==> src/rtl/fifo_consumer_packer_if.sv <==
// Handshake bundle between the FIFO consumer port, the packer and the wide sink.
// pk_parity exists only when FIFO_PACK_PARITY_EN is defined.
interface fifo_consumer_packer_if #(
  parameter int T_SIZE = 3,
  parameter int PACK   = 4
);
  localparam int WORD_W = T_SIZE * PACK;
  localparam int CNT_W  = $clog2(PACK + 1);

  logic              f2c_irdy;
  logic [T_SIZE-1:0] data_out;
  logic              c2f_trdy;
  logic              flush;
  logic              pk_valid;
  logic [WORD_W-1:0] pk_data;
  logic [CNT_W-1:0]  pk_count;
  logic              pk_ready;
`ifdef FIFO_PACK_PARITY_EN
  logic              pk_parity;
`endif

  // The packer is the slave; the environment (FIFO + sink) is the master.
  modport slave (
    input  f2c_irdy,
    input  data_out,
    input  flush,
    input  pk_ready,
    output c2f_trdy,
    output pk_valid,
    output pk_data,
    output pk_count
`ifdef FIFO_PACK_PARITY_EN
    ,
    output pk_parity
`endif
  );

  modport master (
    output f2c_irdy,
    output data_out,
    output flush,
    output pk_ready,
    input  c2f_trdy,
    input  pk_valid,
    input  pk_data,
    input  pk_count
`ifdef FIFO_PACK_PARITY_EN
    ,
    input  pk_parity
`endif
  );

endinterface

==> src/rtl/fifo_consumer_packer.sv <==
// Drains T_SIZE-bit FIFO items and packs PACK of them into one wide valid/ready word.
// Optional even-parity output is enabled by defining FIFO_PACK_PARITY_EN.
module fifo_consumer_packer #(
  parameter int T_SIZE = 3,
  parameter int PACK   = 4
) (
  input  logic                  clk,
  input  logic                  rst,
  fifo_consumer_packer_if.slave bus
);
  localparam int WORD_W = T_SIZE * PACK;
  localparam int CNT_W  = $clog2(PACK + 1);

  typedef enum logic {
    FILL = 1'b0,
    HOLD = 1'b1
  } state_e;

  state_e            state_q, state_d;
  logic [CNT_W-1:0]  idx_q, idx_d;
  logic [CNT_W-1:0]  count_q, count_d;
  logic [WORD_W-1:0] asm_q, asm_d;
  logic [WORD_W-1:0] word_q, word_d;
  logic [WORD_W-1:0] asm_take;
  logic              trdy;
  logic              take;
  logic              last_slot;

  // trdy must never look at f2c_irdy, otherwise a loop forms through the FIFO.
  always_comb begin
    trdy = 1'b0;
    if (!rst) begin
      trdy = (state_q == FILL) ? 1'b1 : bus.pk_ready;
    end
  end

  assign take      = bus.f2c_irdy && trdy;
  assign last_slot = (idx_q == CNT_W'(PACK - 1));

  always_comb begin
    asm_take = asm_q;
    for (int i = 0; i < PACK; i++) begin
      if (take && (idx_q == CNT_W'(i))) begin
        asm_take[i*T_SIZE +: T_SIZE] = bus.data_out;
      end
    end
  end

  always_comb begin
    state_d = state_q;
    idx_d   = idx_q;
    asm_d   = asm_q;
    word_d  = word_q;
    count_d = count_q;
    case (state_q)
      FILL: begin
        if (take && last_slot) begin
          state_d = HOLD;
          word_d  = asm_take;
          count_d = CNT_W'(PACK);
          idx_d   = '0;
          asm_d   = '0;
        end else if (bus.flush && ((idx_q != '0) || take)) begin
          // An item arriving in the flush cycle still belongs to this word.
          state_d = HOLD;
          word_d  = asm_take;
          count_d = idx_q + CNT_W'(take);
          idx_d   = '0;
          asm_d   = '0;
        end else if (take) begin
          asm_d = asm_take;
          idx_d = idx_q + CNT_W'(1);
        end
      end
      HOLD: begin
        if (bus.pk_ready) begin
          state_d = FILL;
          if (take) begin
            asm_d = {{(WORD_W - T_SIZE){1'b0}}, bus.data_out};
            idx_d = CNT_W'(1);
          end else begin
            asm_d = '0;
            idx_d = '0;
          end
        end
      end
      default: begin
        state_d = FILL;
        idx_d   = '0;
        asm_d   = '0;
      end
    endcase
  end

  always_ff @(posedge clk or posedge rst) begin
    if (rst) begin
      state_q <= FILL;
      idx_q   <= '0;
      asm_q   <= '0;
      word_q  <= '0;
      count_q <= '0;
    end else begin
      state_q <= state_d;
      idx_q   <= idx_d;
      asm_q   <= asm_d;
      word_q  <= word_d;
      count_q <= count_d;
    end
  end

  assign bus.c2f_trdy = trdy;
  assign bus.pk_valid = (state_q == HOLD);
  assign bus.pk_data  = word_q;
  assign bus.pk_count = count_q;

`ifdef FIFO_PACK_PARITY_EN
  logic parity_q;

  always_ff @(posedge clk or posedge rst) begin
    if (rst) begin
      parity_q <= 1'b0;
    end else begin
      parity_q <= ^word_d;
    end
  end

  assign bus.pk_parity = parity_q;
`endif

endmodule

==> src/flat_wrapper.sv <==
// flat-port wrapper written by rule: the top's interface ports become plain ports
module fifo_consumer_packer_flat 
#(
  parameter int T_SIZE = 3,
  parameter int PACK   = 4
)
  (clk, rst, bus_f2c_irdy, bus_data_out, bus_flush, bus_pk_ready, bus_c2f_trdy, bus_pk_valid, bus_pk_data, bus_pk_count);
  fifo_consumer_packer_if #(.T_SIZE(T_SIZE), .PACK(PACK)) bus_i ();
  input  logic clk;
  input  logic rst;
  input wire logic [$bits(bus_i.f2c_irdy)-1:0] bus_f2c_irdy;
  input wire logic [$bits(bus_i.data_out)-1:0] bus_data_out;
  input wire logic [$bits(bus_i.flush)-1:0] bus_flush;
  input wire logic [$bits(bus_i.pk_ready)-1:0] bus_pk_ready;
  output wire logic [$bits(bus_i.c2f_trdy)-1:0] bus_c2f_trdy;
  output wire logic [$bits(bus_i.pk_valid)-1:0] bus_pk_valid;
  output wire logic [$bits(bus_i.pk_data)-1:0] bus_pk_data;
  output wire logic [$bits(bus_i.pk_count)-1:0] bus_pk_count;
  assign bus_i.f2c_irdy = bus_f2c_irdy;
  assign bus_i.data_out = bus_data_out;
  assign bus_i.flush = bus_flush;
  assign bus_i.pk_ready = bus_pk_ready;
  assign bus_c2f_trdy = bus_i.c2f_trdy;
  assign bus_pk_valid = bus_i.pk_valid;
  assign bus_pk_data = bus_i.pk_data;
  assign bus_pk_count = bus_i.pk_count;
  fifo_consumer_packer #(.T_SIZE(T_SIZE), .PACK(PACK)) u_core (.clk(clk), .rst(rst), .bus(bus_i));
endmodule
==> config.mk <==
export PLATFORM = sky130hd
export DESIGN_NAME = fifo_consumer_packer_flat
export DESIGN_NICKNAME = d
export VERILOG_FILES = /design/src/rtl/fifo_consumer_packer_if.sv /design/src/rtl/fifo_consumer_packer.sv /design/src/flat_wrapper.sv
export SDC_FILE = /design/constraint.sdc
export NUM_CORES = 1
export LEC_CHECK = 0
export CAP_MARGIN = 30
export CORE_UTILIZATION = 58
export DETAILED_ROUTE_END_ITERATION = 7
export PLACE_DENSITY_LB_ADDON = 0.1
export SLEW_MARGIN = 0
export SYNTH_ARGS = -nofsm -noshare
export SYNTH_HDL_FRONTEND = slang
export SYNTH_SLANG_ARGS = --single-unit
==> constraint.sdc <==
create_clock -name clk -period 5 [get_ports clk]
set_input_delay 1 -clock clk [delete_from_list [all_inputs] [get_ports clk]]
set_output_delay 1 -clock clk [all_outputs]
set_load 0.01 [all_outputs]
==> flow_summary.toml <==
[routing]
via_count = 1192
wl_met2_um = 1640
top_layer = "met4"
dr_wl_met3_um = 137
via_per_inst = 5.84
drtIter0Drc = 26
drc_errors = 0
drt-met1-wl_um = 1550
totalWireLength_um = 3380
firstDrtPassIters = 4
ant_nets = 0
wire_per_inst_um = 16.6

[synthesis]
synth_edf_count = 0
synth_top_flop_cell = "dfrtp_1"
ys_seq_elements = 31
syn_area_per_cell_um2 = 11.8
yosysWarningCount = 0
synth.distinct_cells = 34
postSynthCellCount = 145
synthArstFlopShare = 1.00
synth_area_um2 = 1720
synth.net_count = 159
synth-seq-area-share = 0.452

[critical_path]
path_buf_inv = 2
crit_chain = "clkdlybuf4s50_1, nor2b_4, nor2_1, clkdlybuf4s50_1"
cp.required_ps = 4000
reg2reg_depth = 6
startpoint = "bus_pk_ready"
cp_top_family = "buffers and inverters"
cpPeakStageDelay_ps = 540
r2r_end = "u_core.bus.pk_data[10]"
worst-path-stages = 4
r2r_start = "u_core.idx_q[0]"
slowest_stage = "clkdlybuf4s50_1"
r2r_slack_ps = 2650
cp-endpoint = "bus_c2f_trdy"
cp.arrival_ps = 2240
cp_common_cell = "clkdlybuf4s50_1"
crit_path_max_fanout = 5
critPathCaptureType = "output pin"
cp-start-kind = "input pin"
path_class = "input pin to output pin"

[sta]
tns_ps = 0
tightest_slew_ps = 924
relSlewSlack = 0.382
finalSetupViolations = 0
max_freq_mhz = 309
slew_violations = 0
finalCritPeriodShare = 0.647
hold_viol = 0
final.setup_skew_ps = 15.8
grt_setup_unrepaired = "no"
min_period_ps = 3240

[clock_tree]
cts_resized = 0
clock_sink_count = 31
root_buffer = "clkbuf_4"
clock_latency_ps = 340
cts_max_level = 2
postCtsSetupRepairBufs = 0
cts_buffer_depth = 2
clk_pin_slew_worst_paths_ps = 90
cts-buffers-inserted = 5
tritoncts = "built"
cts_hold_buf = 0

[finish]
layout-drive-gt1-share = 0.243
layout_common_cells = "dfrtp_1, clkdlybuf4s50_1, mux2_2"
syn_to_final_growth_pct = 19.0
layout_commonest_cell = "dfrtp_1"
diodes = 0
stdcell_count = 204
nNetsFinal = 186

[min_path]
whs_path_depth = 1
holdCritPathClass = "flop to flop"
hold_path_startpoint = "u_core.bus.pk_data[9]"

[placement]
placedCellCount = 196
place_congestion = 0.892
hpwl_um = 2400
port-buffer-count = 24

[die]
fp.dieArea_um2 = 3180
num_io_pins = 25
initial_core_util = 0.617
die_x_um = 56.4
rows = 19
coreArea_um2 = 2780
die_h_um = 56.4

[grt]
grt_overflow = 0
grt_pass1_vias = 1201
grt_pass1_wl_um = 5780
grt_max_degree = 24
track_usage = 0.241
antenna_found_initial = 0

[job]
drv_cap = 0

[power_and_ir_drop]
ir_drop_uv = 470
total_leakage_power_nw = 0.948
powerDensity_nw_per_um2 = 546

[run_status]
outcome = "finished, final reports clean"
-- metal layers --
layer	global-route usage	up-vias
met2	0.386	30
li1	-	574
met4	0.111	0
met5	0	-
met3	0.0484	9
met1	0.316	579
-- sequential cells by signal, indices dropped and copies added (netlist names) --
signal	cells
u_core.asm_q	12
u_core.bus.pk_data	12
u_core.bus.pk_count	3
u_core.idx_q	3
u_core.bus.pk_valid	1
-- worst min path at each step --
stage,slack (ps),endpoint
final,510,u_core.bus.pk_data[9]
after global routing,530,u_core.bus.pk_data[8]
after CTS,520,u_core.bus.pk_data[10]
after detailed placement,500,u_core.bus.pk_data[10]
after global placement,490,u_core.asm_q[2]
after floorplan,470,u_core.asm_q[0]
-- power breakdown --
part	internal (W)	switching (W)
clock network	0.000118	0.0000900
registers	0.000336	0.0000688
logic	0.000278	0.000223
-- cells in the mapped netlist (3+ instances only) --
master    instances  area (um^2)
a21boi_0          3         22.5
a22o_1            3         26.3
a32oi_1           6         52.6
buf_6             4         45.0
dfrtp_1          31          776
ha_1              6         75.1
inv_1             8         30.0
mux2_2           13          146
mux2_4           12          180
mux2i_1           3         30.0
nand2_1          10         37.5
nand2b_1          5         31.3
nand3_1           4         20.0
nor2_1            4         15.0
o21ai_0           7         35.0
-- through the flow --
stage	cell area (um^2)	util	total power, W	worst slack, ps	hold WS, ps
after global placement	1950	0.701	0.000890	1770	487
after detailed placement	1950	0.703	0.000910	1680	495
after CTS	2040	0.734	0.00112	1770	516
after global routing	2040	0.734	0.00119	1730	530
final	2040	0.734	0.00111	1760	514
after floorplan	1720	-	0.000750	2550	467
-- area by class of cell --
cell class / instances / area, um^2
clock buffers: 6 / 51.3
inverters: 8 / 30.0
clock inverters: 2 / 35.0
well taps: 31 / 38.8
fillers: 205 / 741
repair buffers: 26 / 253
flip-flops and latches: 31 / 776
multi-input cells: 100 / 857
-- logic make-up (layout without fill, tap and decap cells) --
group,Yosys count,after routing,synth area share
compound gates,29,29,0.120
xor+xnor,1,1,0.00511
fa+ha+maj,6,6,0.0438
buf+inv,14,42,0.0481
flops,31,31,0.452
mux,28,28,0.208
simple gates,36,36,0.123
-- worst register-to-register path: stages, from the launching register on --
cell and delay [ps]:
dfrtp_1 430, inv_1 110, ha_1 220, nand2b_1 150
a21oi_1 110, nor3_4 780, mux2_2 420
No activity file was read; power rests on OpenSTA's default activity.
